`src/rtl/imu_event_detector.sv`:
```
// Per-channel threshold event detector with hold-off and release hysteresis for IMU samples.
// Optional macro IMU_EVT_COUNT_EN adds per-channel saturating event counters.
module imu_event_detector #(
  parameter int WIDTH       = 16,
  parameter int NUM_CH      = 3,
  parameter int HOLD_CYCLES = 4,
  parameter int HYST        = 10
) (
  input  logic                    clk,
  input  logic                    rst,
  input  logic                    sample_valid,
  input  logic [NUM_CH*WIDTH-1:0] sample_in,
  input  logic [WIDTH-1:0]        threshold,
  output logic [NUM_CH*WIDTH-1:0] sample_out,
  output logic                    out_valid,
  output logic [NUM_CH-1:0]       event_flag,
  output logic [NUM_CH-1:0]       event_rise,
  output logic                    any_event
`ifdef IMU_EVT_COUNT_EN
  ,
  input  logic                    evt_clear,
  output logic [NUM_CH*8-1:0]     evt_count
`endif
);

  localparam int CW = $clog2(HOLD_CYCLES + 1);
  localparam logic [CW-1:0] HOLD_C = CW'(HOLD_CYCLES);
  localparam logic signed [WIDTH:0] HYST_W = (WIDTH + 1)'(HYST);

  typedef enum logic [1:0] {IDLE, ARM, ACTIVE} state_t;

  state_t                state_q [NUM_CH];
  state_t                state_d [NUM_CH];
  logic [CW-1:0]         cnt_q   [NUM_CH];
  logic [CW-1:0]         cnt_d   [NUM_CH];
  logic [NUM_CH-1:0]     above;
  logic [NUM_CH-1:0]     below;
  logic [NUM_CH-1:0]     flag_d;
  logic [NUM_CH-1:0]     rise_d;
  logic signed [WIDTH:0] release_lvl;

  // Release level is one bit wider so threshold - HYST never wraps near the negative limit.
  always_comb begin
    release_lvl = $signed({threshold[WIDTH-1], threshold}) - HYST_W;
  end

  always_comb begin
    above  = '0;
    below  = '0;
    flag_d = '0;
    rise_d = '0;
    for (int k = 0; k < NUM_CH; k++) begin
      state_d[k] = state_q[k];
      cnt_d[k]   = cnt_q[k];
      above[k] = $signed(sample_in[k*WIDTH +: WIDTH]) > $signed(threshold);
      below[k] = $signed({sample_in[k*WIDTH+WIDTH-1], sample_in[k*WIDTH +: WIDTH]}) < release_lvl;
      if (sample_valid) begin
        case (state_q[k])
          IDLE: begin
            if (above[k]) begin
              if (HOLD_CYCLES == 1) begin
                state_d[k] = ACTIVE;
                cnt_d[k]   = HOLD_C;
              end else begin
                state_d[k] = ARM;
                cnt_d[k]   = CW'(1);
              end
            end
          end
          ARM: begin
            if (above[k]) begin
              cnt_d[k] = cnt_q[k] + CW'(1);
              if (cnt_q[k] + CW'(1) == HOLD_C) begin
                state_d[k] = ACTIVE;
              end
            end else begin
              state_d[k] = IDLE;
              cnt_d[k]   = '0;
            end
          end
          ACTIVE: begin
            // Samples inside the hysteresis band keep the event asserted.
            if (below[k]) begin
              state_d[k] = IDLE;
              cnt_d[k]   = '0;
            end
          end
          default: begin
            state_d[k] = IDLE;
            cnt_d[k]   = '0;
          end
        endcase
      end
      flag_d[k] = (state_d[k] == ACTIVE);
      rise_d[k] = flag_d[k] && (state_q[k] != ACTIVE);
    end
  end

  always_ff @(posedge clk or posedge rst) begin
    if (rst) begin
      for (int k = 0; k < NUM_CH; k++) begin
        state_q[k] <= IDLE;
        cnt_q[k]   <= '0;
      end
      sample_out <= '0;
      out_valid  <= 1'b0;
      event_flag <= '0;
      event_rise <= '0;
      any_event  <= 1'b0;
    end else begin
      for (int k = 0; k < NUM_CH; k++) begin
        state_q[k] <= state_d[k];
        cnt_q[k]   <= cnt_d[k];
      end
      sample_out <= sample_in;
      out_valid  <= sample_valid;
      event_flag <= flag_d;
      event_rise <= rise_d;
      any_event  <= |flag_d;
    end
  end

`ifdef IMU_EVT_COUNT_EN
  logic [7:0] evt_cnt_q [NUM_CH];

  // Counts track rise_d so a count step lines up with the visible event_rise pulse.
  always_ff @(posedge clk or posedge rst) begin
    if (rst) begin
      for (int k = 0; k < NUM_CH; k++) begin
        evt_cnt_q[k] <= '0;
      end
    end else begin
      for (int k = 0; k < NUM_CH; k++) begin
        if (evt_clear) begin
          evt_cnt_q[k] <= '0;
        end else if (rise_d[k] && (evt_cnt_q[k] != 8'hFF)) begin
          evt_cnt_q[k] <= evt_cnt_q[k] + 8'd1;
        end
      end
    end
  end

  always_comb begin
    evt_count = '0;
    for (int k = 0; k < NUM_CH; k++) begin
      evt_count[k*8 +: 8] = evt_cnt_q[k];
    end
  end
`endif

endmodule
```
`config.mk`:
```
export PLATFORM = sky130hd
export DESIGN_NAME = imu_event_detector
export DESIGN_NICKNAME = d
export VERILOG_FILES = /design/src/rtl/imu_event_detector.sv
export SDC_FILE = /design/constraint.sdc
export NUM_CORES = 1
export LEC_CHECK = 0
export ABC_AREA = 0
export ABC_CLOCK_PERIOD_IN_PS = 5100
export CORE_MARGIN = 2
export CORE_UTILIZATION = 54
export DETAILED_ROUTE_END_ITERATION = 6
export PLACE_DENSITY = 0.86
export SYNTH_ARGS = -nofsm -noshare
export SYNTH_HDL_FRONTEND = slang
export SYNTH_SLANG_ARGS = --single-unit
```
`constraint.sdc`:
```
create_clock -name clk -period 5.1 [get_ports clk]
set_clock_uncertainty 0.1 [all_clocks]
set_input_delay 1.02 -clock clk [delete_from_list [all_inputs] [get_ports clk]]
set_output_delay 1.02 -clock clk [all_outputs]
set_load 0.02 [all_outputs]
```
==> impl_metrics.json <==
{
  "nFillCells": 646,
  "synthTopCellsByCount": "97 x ha_1, 71 x dfrtp_1, 39 x inv_1",
  "overflow": 0,
  "core_area_sq_mm": 0.00881,
  "clk_pin_slew_ps": 80,
  "slew_headroom_pct": 38.4,
  "grt_max_degree": 38,
  "critPathArrivalTime_ps": 4950,
  "holdWs_ps": 458,
  "instances_no_fill": 728,
  "cp_max_fo": 5,
  "synthToLayoutAreaGrowth_pct": 33.0,
  "critPathRequiredTime_ps": 5230,
  "synth_top_area_cell": "dfrtp_1",
  "synth_ff_type": "dfrtp_1",
  "cts.sinks": 71,
  "drt-pass1-iter-count": 5,
  "place_hpwl_mm": 11.3,
  "dieWidth_um": 99.8,
  "synth_edf_count": 0,
  "hold_viol_final": 0,
  "setup_viol": 0,
  "stdcell_area_sq_mm": 0.00660,
  "syn_area_per_cell_sq_um": 10.4,
  "async_flop_share_pct": 100,
  "vias": 4354,
  "vias_per_cell": 5.98,
  "drt_iter0_drc": 343,
  "synth_top_area_share_pct": 35.8,
  "ys_top_cells_by_area": "dfrtp_1 36%, ha_1 24%, a21oi_1 3.3%",
  "max-vdd-ir-drop_v": 0.000240,
  "slew_violations": 0,
  "cts_max_path_buffers": 2,
  "io_buffer_count": 122,
  "grt_pass1_wl_mm": 22.2,
  "yosysSeqAreaShare_pct": 35.8,
  "ctsHoldBuffers": 0,
  "die_h_um": 99.8,
  "yosysMostFrequentCell": "ha_1",
  "fmax_mhz": 207,
  "syn_area_sq_mm": 0.00496,
  "antenna_found_initial": 0,
  "rsz0062_at_grt": "false",
  "die_area_sq_mm": 0.00997,
  "status": "finished clean",
  "rows": 34,
  "start_util_pct": 56.3,
  "finalCritPeriodShare_pct": 94.6,
  "nets": 779,
  "drtAntennaViolNets": 0,
  "wl_mm": 14.0,
  "gp_congestion": 0.907,
  "grt_pass1_vias": 4468,
  "cts_tree": "done",
  "ys_warn_count": 0,
  "max_slew.worst_pin.slew_ps": 913,
  "wl_per_cell_um": 19.2,
  "synth_seq_cells": 71,
  "p_leak_nw": 3.11,
  "crit_path_end_kind": "flop",
  "placedCellCount": 712,
  "grtUsageTotal_pct": 28.7,
  "power_density_mw_per_mm2": 267,
  "antennaDiodeCount": 0,
  "synth_nets": 639,
  "drc": 0,
  "placed_area_sq_mm": 0.00639,
  "drive_gt1_share_pct": 7.74,
  "root_buffer": "clkbuf_8",
  "maxCapViolCount": 0,
  "start_kind": "input pin",
  "fin_crit_ps": 4830,
  "cts_max_level": 3,
  "clk-insertion-delay-late_ps": 360,
  "critical_path_class": "in2reg",
  "ios": 123,
  "yosysUniqueCellTypes": 62,
  "hold_class": "reg2reg",
  "cts_made_buffers": 9,
  "reg2reg_slack_ps": 3220,
  "syn_inst": 475
}
## report_power, final
part	leakage (nW)	internal, mW	switching, mW
sequential	0.859	0.633	0.0615
combinational	2.15	0.283	0.303
clock	0.105	0.252	0.228
total	3.11	1.17	0.593
## layer usage
layer  track usage [%]  up-vias  share of wire, %
met3              5.15       35               5.8
met4              8.96        0               2.3
met5                 0        -                 0
met1              36.0     2103                41
met2              50.4      166                51
li1                  -     2050                 -
## what timing repair did
action	in CTS	in global routing
hold endpoints to repair	0	0
setup buffers	0	0
resized for setup	0	1
endpoints found under the setup margin	0	1
## flip-flops by register name (all words and copies together) (netlist names)
register    flops
event_flag      3
state_q         6
out_valid       1
any_event       1
cnt_q           9
event_rise      3
sample_out     48
## critical path: stages
cell             delay [ps]
clkdlybuf4s50_1         410
or4_1                   640
or4_1                   510
nor3_1                  200
xnor2_1                 170
ha_1                    230
a21o_1                  160
a21o_1                  170
a221o_1                 340
a31o_2                  220
a211oi_2                230
xor2_2                  170
a211oi_1                340
nand4b_1                130
## worst paths after layout
| path | from | to | depth (start not counted) |
|---|---|---|---|
| worst max-delay path | threshold[6] | any_event | 14 |
| worst min-delay path | cnt_q[4] | cnt_q[4] | 1 |
| worst max register to register | cnt_q[6] | any_event | 7 |
| worst min register to register | cnt_q[4] | cnt_q[4] | 1 |
| max in group asynchronous | rst | state_q[4] | 3 |
| min in group asynchronous | rst | sample_out[28] | 2 |
## cell type report
cell class              instances  area [sq um]  share of cell area (%)
multi-input cells             360          3020                    45.8
flip-flops and latches         71          1780                    26.9
repair buffers                134          1310                    19.9
clock buffers                  11           151                    2.30
inverters                      39           146                    2.22
well taps                     108           135                    2.05
clock inverters                 5          56.3                   0.854
## metrics by stage
stage | power, mW | setup TNS [ps] | utilization, % | setup WS (ps)
global route | 1.86 | 0 | 74.9 | 63.2
CTS | 1.76 | 0 | 74.9 | 263
floorplan | 1.04 | 0 | - | 690
finish | 1.76 | 0 | 74.9 | 274
global placement | 1.25 | 0 | 72.5 | 69.4
detailed placement | 1.28 | -115 | 72.5 | -84.2
## cells in the final DEF, fill, tap and decap left out, types with 4 or more instances in the layout
cell	instances
nor2b_1	10
nor3_1	5
nor4_1	4
o21a_1	8
or2_2	4
nand3_1	13
a31o_2	5
nand2_1	22
xnor2_1	12
dfrtp_1	71
o21ai_0	14
ha_1	97
inv_1	38
nor2_1	13
and4_1	8
clkdlybuf4s50_1	122
a22o_1	4
a21oi_1	33
and2_1	6
a31oi_1	5
clkbuf_8	11
nand4_1	10
a21o_1	16
mux2i_1	5
buf_4	12
o211ai_1	4
nand2b_1	4
## cell families (layout without fill, tap and decap cells)
logic type / count (synthesis) / after routing / share of synthesized area (%)
buffers and inverters: 44 / 189 / 3.36
adders and majority gates: 98 / 98 / 24.7
and+or+nand+nor: 117 / 117 / 13.7
AOI/OAI and AO/OA: 120 / 120 / 16.9
xor gates and xnor gates: 19 / 19 / 4.34
muxes: 6 / 6 / 1.24
DFF: 71 / 71 / 35.8
(Power assumes the default switching activity.)
